`config.mk`:
```
export PLATFORM = sky130hd
export DESIGN_NAME = io_register_bank_flat
export DESIGN_NICKNAME = d
export VERILOG_FILES = /design/src/rtl/io_register_bank_pkg.sv /design/src/rtl/io_register_bank_if.sv /design/src/rtl/io_register_bank_slot.sv /design/src/rtl/io_register_bank.sv /design/src/flat_wrapper.sv
export SDC_FILE = /design/constraint.sdc
export NUM_CORES = 1
export LEC_CHECK = 0
export ABC_AREA = 1
export CAP_MARGIN = 40
export CORE_MARGIN = 2
export CORE_UTILIZATION = 37
export CTS_BUF_LIST = sky130_fd_sc_hd__clkbuf_8
export CTS_CLUSTER_DIAMETER = 60
export CTS_CLUSTER_SIZE = 12
export DETAILED_ROUTE_END_ITERATION = 6
export HOLD_SLACK_MARGIN = 0.15
export MAX_ROUTING_LAYER = met4
export PLACE_DENSITY = 0.68
export SYNTH_ARGS = -nofsm -noshare
export SYNTH_HDL_FRONTEND = slang
export SYNTH_SLANG_ARGS = --single-unit
```
`constraint.sdc`:
```
create_clock -name clk_in -period 4 [get_ports clk_in]
set_input_delay 0.4 -clock clk_in [delete_from_list [all_inputs] [get_ports clk_in]]
set_output_delay 0.4 -clock clk_in [all_outputs]
set_load 0.005 [all_outputs]
```
`src/rtl/io_register_bank_pkg.sv`:
```
// Shared types and helpers for io_register_bank.
// Holds the FSM state encoding, the address-width helper and the byte-merge function.
package io_register_bank_pkg;

  typedef enum logic [1:0] {
    ST_IDLE = 2'd0,
    ST_ACK  = 2'd1,
    ST_HOLD = 2'd2
  } state_e;

  // Index width for a register count; never narrower than one bit
  function automatic int addr_width(input int num_regs);
    return (num_regs <= 2) ? 1 : $clog2(num_regs);
  endfunction

  // One byte lane of a strobed write: take the new byte only when its strobe is set
  function automatic logic [7:0] merge_byte(input logic [7:0] old_b,
                                            input logic [7:0] new_b,
                                            input logic       en);
    return en ? new_b : old_b;
  endfunction

endpackage

```
`src/rtl/io_register_bank_if.sv`:
```
// Enable/write/ready access port of io_register_bank.
// The master drives the request; the slave (the bank) returns data, ready and err.
interface io_register_bank_if #(
  parameter int DATA_WIDTH = 32,
  parameter int ADDR_WIDTH = 3
);
  localparam int STRB_WIDTH = DATA_WIDTH / 8;

  logic                  enable;
  logic                  write;
  logic [ADDR_WIDTH-1:0] addr;
  logic [STRB_WIDTH-1:0] strb;
  logic [DATA_WIDTH-1:0] data_in;
  logic [DATA_WIDTH-1:0] r_data_out;
  logic                  ready;
  logic                  err;

  modport master (
    output enable, write, addr, strb, data_in,
    input  r_data_out, ready, err
  );

  modport slave (
    input  enable, write, addr, strb, data_in,
    output r_data_out, ready, err
  );
endinterface

```
`src/rtl/io_register_bank_slot.sv`:
```
// io_register_slot: one read/write register with byte-strobe merge.
// With IO_REGISTER_BANK_SHADOW_EN defined, writes land in a shadow copy and
// commit copies shadow to live; otherwise writes go straight to live and commit is unused.
module io_register_slot
  import io_register_bank_pkg::*;
#(
  parameter int                    DATA_WIDTH  = 32,
  parameter logic [DATA_WIDTH-1:0] RESET_VALUE = '0
) (
  input  logic                    clk_in,
  input  logic                    rst_in,
  input  logic                    wr_en_i,
  input  logic [DATA_WIDTH/8-1:0] strb_i,
  input  logic [DATA_WIDTH-1:0]   data_i,
  input  logic                    commit_i,
  output logic [DATA_WIDTH-1:0]   live_o,
  output logic [DATA_WIDTH-1:0]   rd_o
);
  localparam int STRB_WIDTH = DATA_WIDTH / 8;

  logic [DATA_WIDTH-1:0] merged_d;

  // Post-write value of the bus-visible copy
  always_comb begin
    merged_d = '0;
    for (int b = 0; b < STRB_WIDTH; b++) begin
      merged_d[b*8 +: 8] = merge_byte(rd_o[b*8 +: 8], data_i[b*8 +: 8], strb_i[b]);
    end
  end

`ifdef IO_REGISTER_BANK_SHADOW_EN
  logic [DATA_WIDTH-1:0] shadow_q;
  logic [DATA_WIDTH-1:0] live_q;

  // Shadow takes writes; commit moves the pre-write shadow into live
  always_ff @(posedge clk_in) begin
    if (rst_in) begin
      shadow_q <= RESET_VALUE;
      live_q   <= RESET_VALUE;
    end else begin
      if (wr_en_i)  shadow_q <= merged_d;
      if (commit_i) live_q   <= shadow_q;
    end
  end

  assign rd_o   = shadow_q;
  assign live_o = live_q;
`else
  logic [DATA_WIDTH-1:0] live_q;
  logic                  commit_unused;

  assign commit_unused = commit_i;

  // Writes update the live register directly
  always_ff @(posedge clk_in) begin
    if (rst_in) begin
      live_q <= RESET_VALUE;
    end else if (wr_en_i) begin
      live_q <= merged_d;
    end
  end

  assign rd_o   = live_q;
  assign live_o = live_q;
`endif

endmodule

```
`src/rtl/io_register_bank.sv`:
```
// io_register_bank: NUM_RW read/write plus NUM_RO read-only registers behind an
// enable/write/ready port. Optional shadow/commit via macro IO_REGISTER_BANK_SHADOW_EN.
//
//  state   | meaning
//  --------+-----------------------------------------------------------
//  ST_IDLE | waiting for enable; accepts and performs the access
//  ST_ACK  | ready pulses for this one cycle with r_data_out/err valid
//  ST_HOLD | waits for enable low so one request is never issued twice
module io_register_bank
  import io_register_bank_pkg::*;
#(
  parameter int                    DATA_WIDTH  = 32,
  parameter int                    NUM_RW      = 4,
  parameter int                    NUM_RO      = 2,
  parameter logic [DATA_WIDTH-1:0] RESET_VALUE = '0
) (
  input  logic                         clk_in,
  input  logic                         rst_in,
  io_register_bank_if.slave            bus,
  input  logic                         commit,
  input  logic [NUM_RO*DATA_WIDTH-1:0] status_in,
  output logic [NUM_RW*DATA_WIDTH-1:0] r_mem
);
  localparam int ADDR_WIDTH = addr_width(NUM_RW + NUM_RO);
  localparam int STRB_WIDTH = DATA_WIDTH / 8;

  state_e                state_q;
  logic                  ready_q;
  logic                  err_q;
  logic [DATA_WIDTH-1:0] rdata_q;

  logic                  accept;
  logic                  rw_hit;
  logic                  ro_hit;
  logic [DATA_WIDTH-1:0] rw_val;
  logic [DATA_WIDTH-1:0] ro_val;
  logic [DATA_WIDTH-1:0] merged_val;
  logic [DATA_WIDTH-1:0] rdata_d;
  logic                  err_d;

  logic [DATA_WIDTH-1:0] slot_rd [NUM_RW];
  logic [NUM_RW-1:0]     slot_wr;

  assign accept = (state_q == ST_IDLE) && bus.enable;

  // Address decode: which RW slot or RO status word the request targets
  always_comb begin
    rw_hit = 1'b0;
    ro_hit = 1'b0;
    rw_val = '0;
    ro_val = '0;
    for (int i = 0; i < NUM_RW; i++) begin
      if (bus.addr == ADDR_WIDTH'(i)) begin
        rw_hit = 1'b1;
        rw_val = slot_rd[i];
      end
    end
    for (int k = 0; k < NUM_RO; k++) begin
      if (bus.addr == ADDR_WIDTH'(NUM_RW + k)) begin
        ro_hit = 1'b1;
        ro_val = status_in[k*DATA_WIDTH +: DATA_WIDTH];
      end
    end
  end

  // Response data and error for the request being accepted this cycle
  always_comb begin
    merged_val = rw_val;
    for (int b = 0; b < STRB_WIDTH; b++) begin
      merged_val[b*8 +: 8] = merge_byte(rw_val[b*8 +: 8], bus.data_in[b*8 +: 8], bus.strb[b]);
    end
    rdata_d = '0;
    err_d   = 1'b0;
    if (rw_hit) begin
      rdata_d = bus.write ? merged_val : rw_val;
    end else if (ro_hit) begin
      rdata_d = ro_val;
      err_d   = bus.write;
    end else begin
      err_d   = 1'b1;
    end
  end

  for (genvar i = 0; i < NUM_RW; i++) begin : g_slot
    assign slot_wr[i] = accept && bus.write && (bus.addr == ADDR_WIDTH'(i));

    io_register_slot #(
      .DATA_WIDTH (DATA_WIDTH),
      .RESET_VALUE(RESET_VALUE)
    ) u_slot (
      .clk_in  (clk_in),
      .rst_in  (rst_in),
      .wr_en_i (slot_wr[i]),
      .strb_i  (bus.strb),
      .data_i  (bus.data_in),
      .commit_i(commit),
      .live_o  (r_mem[i*DATA_WIDTH +: DATA_WIDTH]),
      .rd_o    (slot_rd[i])
    );
  end

  // Access FSM with registered response outputs, zero outside ACK
  always_ff @(posedge clk_in) begin
    if (rst_in) begin
      state_q <= ST_IDLE;
      ready_q <= 1'b0;
      err_q   <= 1'b0;
      rdata_q <= '0;
    end else begin
      ready_q <= 1'b0;
      err_q   <= 1'b0;
      rdata_q <= '0;
      case (state_q)
        ST_IDLE: begin
          if (accept) begin
            state_q <= ST_ACK;
            ready_q <= 1'b1;
            err_q   <= err_d;
            rdata_q <= rdata_d;
          end
        end
        ST_ACK: begin
          state_q <= ST_HOLD;
        end
        ST_HOLD: begin
          if (!bus.enable) state_q <= ST_IDLE;
        end
        default: begin
          state_q <= ST_IDLE;
        end
      endcase
    end
  end

  assign bus.ready      = ready_q;
  assign bus.err        = err_q;
  assign bus.r_data_out = rdata_q;

endmodule

```
`src/flat_wrapper.sv`:
```
// flat-port wrapper written by rule: the top's interface ports become plain ports
module io_register_bank_flat import io_register_bank_pkg::*;
#(
  parameter int                    DATA_WIDTH  = 32,
  parameter int                    NUM_RW      = 4,
  parameter int                    NUM_RO      = 2,
  parameter logic [DATA_WIDTH-1:0] RESET_VALUE = '0
)
  (clk_in, rst_in, commit, status_in, r_mem, bus_enable, bus_write, bus_addr, bus_strb, bus_data_in, bus_r_data_out, bus_ready, bus_err);
  io_register_bank_if #(.DATA_WIDTH(DATA_WIDTH), .ADDR_WIDTH((3))) bus_i ();
  input  logic clk_in;
  input  logic rst_in;
  input  logic commit;
  input  logic [NUM_RO*DATA_WIDTH-1:0] status_in;
  output logic [NUM_RW*DATA_WIDTH-1:0] r_mem;
  input wire logic [$bits(bus_i.enable)-1:0] bus_enable;
  input wire logic [$bits(bus_i.write)-1:0] bus_write;
  input wire logic [$bits(bus_i.addr)-1:0] bus_addr;
  input wire logic [$bits(bus_i.strb)-1:0] bus_strb;
  input wire logic [$bits(bus_i.data_in)-1:0] bus_data_in;
  output wire logic [$bits(bus_i.r_data_out)-1:0] bus_r_data_out;
  output wire logic [$bits(bus_i.ready)-1:0] bus_ready;
  output wire logic [$bits(bus_i.err)-1:0] bus_err;
  assign bus_i.enable = bus_enable;
  assign bus_i.write = bus_write;
  assign bus_i.addr = bus_addr;
  assign bus_i.strb = bus_strb;
  assign bus_i.data_in = bus_data_in;
  assign bus_r_data_out = bus_i.r_data_out;
  assign bus_ready = bus_i.ready;
  assign bus_err = bus_i.err;
  io_register_bank #(.DATA_WIDTH(DATA_WIDTH), .NUM_RW(NUM_RW), .NUM_RO(NUM_RO), .RESET_VALUE(RESET_VALUE)) u_core (.clk_in(clk_in), .rst_in(rst_in), .bus(bus_i), .commit(commit), .status_in(status_in), .r_mem(r_mem));
endmodule
```
* Word level (Yosys, flattened, before mapping)
Index checks and enable logic that the tools add are counted.
** Storage, ports and cells
- Bits of input ports :: 108
- Output and inout bits :: 162
- Register bits :: 164
- Logic and storage cells :: 83
** Operators by class
- Reductions and logical operators :: 28
- Multiplexer cells :: 24
- Equal/unequal tests :: 9
- Bitwise logic cells :: 2
** Operators with widths (count)
- two-way mux 32 bit :: 9
- AND reduction 2 bit :: 17
- two-way mux 8 bit :: 4
- two-way mux 1 bit :: 8
- == test 3 x 2 -> 1 bit, second input constant :: 2
- == test 3 bit, second input constant :: 2
- logical AND 1 bit :: 6
- one-hot mux 2 bit (3 select lines) :: 1
- two-way mux 2 bit :: 2
- OR reduction 4 bit :: 1
- == test 3 x 1 -> 1 bit, second input constant :: 1
- zero test 3 bit :: 1
- OR reduction 3 bit :: 1
- == test 2 x 1 -> 1 bit, second input constant :: 1
- == test 2 bit, second input constant :: 1
- zero test 2 bit :: 1
- inequality test 2 x 1 -> 1 bit, second input constant :: 1
- inequality test 2 bit, second input constant :: 1
- NOT 1 bit :: 2
- OR reduction 2 bit :: 1

* Depth between registers and ports, before layout
Gate-level depths: netlist of run 1.
- Depth after elaboration :: 8
- Depth in mapped cells :: 10
- Gate-level depth less buffers :: 9

* Cells and area by module
From an unflattened synthesis of run 1, not the netlist that was laid out.
** Second synthesis, totals
- Cells, all modules :: 1470
- Area, all modules :: 9352.7 um2
** Modules (own cells, without submodules)
- io_register_slot :: cells each 236, area each 1550.2 um2, instances 4
- io_register_bank :: cells each 526, area each 3151.8 um2, instances 1

* Worst setup path before layout of run 1
OpenSTA, ideal clock, no wires.
- Path type :: input -> register
- Start point :: input port bus_addr[0]
- End point :: register u_core.g_slot[3].u_slot.live_q[0]
- Setup time :: 0.113 ns
- Cell stages on the path :: 10
- Data arrival time :: 1.428 ns
- Setup slack :: 2.458 ns
- Cell sequence :: buf_2 nand2_1 nor2_4 inv_2 nor2_4 inv_4 nor2_8 inv_2 nor2_1 nor2_1
** On the way
- Longest elaborated chain between the ends :: 3
** Ends and longest elaborated chain
- start, declared :: line flat_wrapper.sv:18 : input wire logic [$bits(bus_i.addr)-1:0] bus_addr;
- == test 3 x 2 -> 1 bit :: line io_register_bank.sv:85 : assign slot_wr[i] = accept && bus.write && (bus.addr == ADDR_WIDTH'(i));
- logical AND 1 bit :: line io_register_bank.sv:85
- AND reduction 2 bit (no source line)
- end signal, assigned :: line io_register_bank_slot.sv:59 : live_q <= merged_d;
- end, declared :: line io_register_bank_slot.sv:49 : logic [DATA_WIDTH-1:0] live_q;
No other way between the ends.
A chain may end at the register's enable or synchronous reset.

* Final worst setup path of run 1
- Start point :: input port bus_addr[1]
- End point :: register u_core.g_slot[2].u_slot.live_q[25]
** On the way
- Longest elaborated chain between the ends :: 3
** Ends and longest elaborated chain (line)
- == test 3 x 2 -> 1 bit :: io_register_bank.sv:85
- logical AND 1 bit :: io_register_bank.sv:85
- AND reduction 2 bit (no source line)
- end signal, assigned :: io_register_bank_slot.sv:59
- end, declared :: io_register_bank_slot.sv:49
No other way between the ends.

==> results of run 1 <==
==> registers in the layout (all words and copies together), names as in the netlist <==
| signal | count |
|---|---|
| u_core.bus.r_data_out | 32 |
| u_core.g_slot.u_slot.live_o | 128 |
| u_core.state_q | 2 |
| u_core.bus.ready | 1 |
| u_core.bus.err | 1 |
==> cells by family after synthesis <==
kind of cell / Yosys count / share of synthesized area [%]
buf+inv: 145 / 7.37
compound gates: 174 / 12.1
simple gates: 691 / 38.4
flops: 164 / 42.2
==> placed cells by master, fill, tap and decap left out, types with 11 or more instances in the layout <==
| cell type | netlist | final |
|---|---|---|
| a21oi_1 | 21 | 21 |
| inv_2 | 21 | 22 |
| clkbuf_8 | 0 | 18 |
| nand3_1 | 51 | 51 |
| inv_1 | 72 | 72 |
| nor2_4 | 12 | 13 |
| dfxtp_1 | 164 | 164 |
| a32o_1 | 11 | 11 |
| nand4_1 | 21 | 21 |
| nor2_1 | 343 | 342 |
| o21ai_0 | 61 | 61 |
| o21ai_1 | 72 | 72 |
| clkdlybuf4s50_1 | 0 | 267 |
| buf_4 | 1 | 13 |
| nand2_1 | 242 | 242 |
==> power groups by stage <==
stage | Combinational, uW | Sequential (uW) | Clock [uW]
2_1_floorplan | 175 | 1710 | 0
3_3_place_gp | 431 | 1710 | 0
3_5_place_dp | 434 | 1710 | 0
4_1_cts | 437 | 1680 | 1200
5_1_grt | 470 | 1680 | 1270
6_report | 437 | 1680 | 1180
==> area by class of cell <==
class | instances | area, um^2
clock buffer | 18 | 248
tap | 275 | 344
inverter | 96 | 365
multi-input combinational | 865 | 3930
fill | 2104 | 9710
sequential | 164 | 3280
timing repair buffer | 283 | 2820
clock inverter | 14 | 124
==> per-stage QoR <==
stage	instance area [um^2]	hold slack [ns]	setup slack (ns)	instances	total power, uW
6_report	11100	0.489	1.59	1715	3300
5_1_grt	11100	0.518	1.42	1715	3420
4_1_cts	11100	0.483	1.60	1715	3320
3_5_place_dp	10700	0.468	1.11	1683	2150
3_3_place_gp	10700	0.450	1.12	1682	2140
2_1_floorplan	7780	0.434	2.46	1174	1890
==> per-layer routing <==
metal  global-route usage (%)  vias up  wire length [um]
li1                         -     4217                 -
met1                     36.7     3877             13800
met2                     43.0      360             13800
met3                     4.95       33              2040
met4                     6.24        0               474
met5                        -        -                 0
==> worst paths after layout <==
path / from / to / slack [ns] / cells past startpoint
worst max-delay path: bus_addr[1] / u_core.g_slot[2].u_slot.live_o[25] / 1.59 / 10
worst min-delay path: u_core.state_q[1] / u_core.state_q[1] / 0.49 / 1
worst max register to register: u_core.state_q[1] / u_core.bus.r_data_out[18] / 1.98 / 8
worst min register to register: u_core.state_q[1] / u_core.state_q[1] / 0.49 / 1
==> flow_summary.ini, run 1 <==
[run_status]
status = finished, final reports clean

[final_layout]
finish.utilization_pct = 53.4
diodes = 0
nets = 1535
area_growth_pct = 42.8
layout-drive-gt1-share_pct = 7.36

[synthesis]
synth_top_area_share_pct = 42.2
yosys.area.top_type = dfxtp_1
syn_area_um2 = 7780
async_flop_share_pct = 0
synth_warnings = 0
synthTopCellsByArea = dfxtp_1 (42%), nor2_1 (17%), nand2_1 (12%)
synth_edf_count = 0
syn_area_per_cell_um2 = 6.63
yosysMostFrequentCell = nor2_1
ys.flop_type = dfxtp_1
synthCells = 1174
synth-seq-area-share_pct = 42.2
ys_types = 26
yosys_register_bits = 164
syn_nets = 1282
synthTopCellsByCount = nor2_1 (343), nand2_1 (242), dfxtp_1 (164)

[timing]
finClkSkew_ns = 0.0174
fmax_mhz = 415
fin_setup_tns_ns = 0
rsz0062_at_grt = no
finalHoldViolations = 0
fin_crit_ns = 2.41
setup_violations = 0
drv_slew = 0
slew_headroom_pct = 44.2
worstMarginPinSlew_ns = 0.837
finalCritPeriodShare_pct = 60.2

[clock_tree]
hold_buffers = 0
clkTransAtPathRegs_ns = 0.10
cts_buffers = 17
cts.sinks = 164
tritoncts = done
clock_latency_ns = 0.46
post_cts_resized = 0
post_cts_buffers = 0
htreeDepth = 4
ctsRootBufferMaster = clkbuf_8
cts.path.max_buffers = 2

[critical_path]
critical_path_buf_inv_count = 4
crit_fanout = 14
critPathRequiredTime_ns = 4.36
setup.worst_path.start_class = primary input
path_class = primary input to register
path_cells = clkdlybuf4s50_1 > inv_2 > nor2_8 > nand2_2 > nor2_4 > inv_4 > nor2_8 > inv_2 > nor2_1 > nor2_1
endpoint_kind = register
crit_family = buffers and inverters
crit_slowest_cell = clkdlybuf4s50_1
arrival_ns = 2.77
max_stage_delay_ns = 0.73

[power_and_ir_drop]
combPwrFrac_pct = 13.3
power_density_nw_per_um2 = 297
p_int_uw = 2370
clock_power_share_pct = 35.9
p_leak_uw = 0.00483
p_seq_share_pct = 50.8
ir_drop_v = 0.000183
p_sw_share_pct = 28.1
net-switching-power_uw = 927

[worst_hold_path]
hold_class = register to register

[place]
io_buffers = 268
place_congestion = 0.877
dpl.hpwl_um = 21000

[detailed_routing]
detail_route.wl_per_cell_um = 17.6
vias_per_cell = 4.95
vias = 8487
drtIter0Drc = 586
drtPass1Iterations = 7
routed_wl_um = 30100
antenna_left = 0
drc_errors = 0

[grt]
grt_max_degree = 65
grt_use_total_pct = 27.3
grt_first_pass_wirelength_um = 45300
antenna_found_initial = 0
grt-ovfl-total = 0
grt_pass1_vias = 7812

[die]
rows = 53
core_area_um2 = 20800
die_h_um = 149
die_area_um2 = 22200
start_util_pct = 37.4
io_pins = 270
die_w_um = 149

[run]
cap_violations = 0
Power figures use the tool's default switching activity.
==> run 2: changes to the inputs <==
--- a/config.mk
+++ b/config.mk
@@ -15,7 +15,7 @@
 export DETAILED_ROUTE_END_ITERATION = 6
 export HOLD_SLACK_MARGIN = 0.15
 export MAX_ROUTING_LAYER = met4
-export PLACE_DENSITY = 0.68
+export PLACE_DENSITY = 0.7
 export SYNTH_ARGS = -nofsm -noshare
 export SYNTH_HDL_FRONTEND = slang
 export SYNTH_SLANG_ARGS = --single-unit
==> constraint.sdc (replaced) <==
create_clock -name clk_in -period 2 [get_ports clk_in]
set_input_delay 0.2 -clock clk_in [delete_from_list [all_inputs] [get_ports clk_in]]
set_output_delay 0.2 -clock clk_in [all_outputs]
set_load 0.005 [all_outputs]
==> flow_summary.ini, run 2 (synthesized netlist as in run 1, its figures left out) <==
[clock_tree]
clkTransAtPathRegs_ns = 0.10
ctsRootBufferMaster = clkbuf_8
post_cts_resized = 0
cts_buffers = 17
tritoncts = done
clock_latency_ns = 0.47
cts.sinks = 164
hold_buffers = 0
cts.path.max_buffers = 2
htreeDepth = 4
post_cts_buffers = 0

[place]
place_congestion = 0.869
dpl.hpwl_um = 21700
io_buffers = 268

[detailed_routing]
drtPass1Iterations = 5
vias = 8795
detail_route.wl_per_cell_um = 17.1
drtIter0Drc = 745
routed_wl_um = 30200
vias_per_cell = 4.97
antenna_left = 0
drc_errors = 0

[power_and_ir_drop]
power_density_nw_per_um2 = 584
ir_drop_v = 0.000363
total_power_uw = 6870
p_leak_uw = 0.00518

[critical_path]
max_stage_delay_ns = 0.58
path_class = register to output pin
r2r-start = u_core.state_q[1]
worstRegToRegCells = 8
worst_r2r_endpoint = u_core.g_slot[1].u_slot.live_o[21]
path_cells = clkdlybuf4s50_1
crit_fanout = 3
critPathRequiredTime_ns = 1.80
crit_slowest_cell = clkdlybuf4s50_1
setup.worst_path.start_class = register
arrival_ns = 1.52
rrSetupSlack_ns = 0.31
startpoint = u_core.g_slot[1].u_slot.live_o[23]
critical_path_buf_inv_count = 1
cp.depth = 1
cp-endpoint = r_mem[55]
endpoint_kind = output pin
crit_family = buffers and inverters

[timing]
finClkSkew_ns = 0.0145
worstMarginPinSlew_ns = 0.493
setup_violations = 0
slew_headroom_pct = 67.1
finalCritPeriodShare_pct = 85.9
fmax_mhz = 582
drv_slew = 0
rsz0062_at_grt = no
finalHoldViolations = 0
fin_crit_ns = 1.72

[grt]
grt_first_pass_wirelength_um = 45600
grt_max_degree = 65
antenna_found_initial = 0
grt_use_total_pct = 27.5
grt-ovfl-total = 0
grt_pass1_vias = 8025

[final_layout]
layout-drive-gt1-share_pct = 10.7
area_growth_pct = 51.2
largest_reg_flops = 128
finish.utilization_pct = 56.5
layout_common_cells = nor2_1 (342), clkdlybuf4s50_1 (267), nand2_1 (242), dfxtp_1 (164), o21ai_1 (72)
nets = 1588
final_common_cell = nor2_1

[worst_hold_path]
holdPathStages = 6
hold_class = primary input to register

[run_status]
status = finished, final reports clean

[die]
die_area_um2 = 22200
die_h_um = 149
io_pins = 270
core_area_um2 = 20800
rows = 53
start_util_pct = 37.4
die_w_um = 149

[run]
cap_violations = 0
run 2: how the worst min path moves through the flow:
stage                                     end  slack, ns              start
global placement            u_core.state_q[1]       0.45  u_core.state_q[1]
detailed placement          u_core.state_q[1]       0.45  u_core.state_q[1]
floorplan                    u_core.bus.ready       0.27             rst_in
global route        u_core.bus.r_data_out[21]       0.36        bus_addr[2]
CTS                 u_core.bus.r_data_out[17]       0.33        bus_addr[2]
finish              u_core.bus.r_data_out[17]       0.35        bus_addr[2]
run 2: metrics by stage:
stage / setup WS [ns] / TNS [ns] / cells / cell area [um^2] / hold slack [ns]
6_report: 0.281 / 0 / 1769 / 11800 / 0.354
3_3_place_gp: -0.0274 / -0.145 / 1736 / 11300 / 0.451
2_1_floorplan: 0.592 / 0 / 1174 / 7780 / 0.272
4_1_cts: 0.271 / 0 / 1768 / 11800 / 0.328
5_1_grt: 0.175 / 0 / 1768 / 11800 / 0.361
3_5_place_dp: -0.0530 / -0.789 / 1736 / 11300 / 0.453
run 2: final cells by class:
type                    instances  area, um^2
fillers                      1981        9060
multi-input cells             865        3930
repair buffers                336        3430
flip-flops and latches        164        3280
inverters                      96         365
well taps                     275         344
clock buffers                  19         262
clock inverters                13         150
diodes                          1        2.50
run 2: routing by layer:
| metal | vias to the layer above | routed length [um] | track usage, % |
|---|---|---|---|
| met1 | 4015 | 13200 | 37.0 |
| met4 | 0 | 588 | 7.00 |
| met2 | 394 | 13600 | 42.7 |
| met5 | - | 0 | - |
| met3 | 45 | 2710 | 5.38 |
| li1 | 4341 | - | - |
run 2: power breakdown:
| group | internal (uW) | switching (uW) | leakage [uW] | total (uW) |
|---|---|---|---|---|
| Sequential | 3320 | 33.9 | 0.00133 | 3350 |
| Clock | 1120 | 1450 | 0.000212 | 2570 |
| Combinational | 451 | 495 | 0.00364 | 946 |
run 2: tightest hold or removal path, cell delays in order:
cell and delay (ns):
buf_2 0.18, clkinv_1 0.08, buf_4 0.15, nand2_1 0.06, inv_1 0.04, a21oi_1 0.05
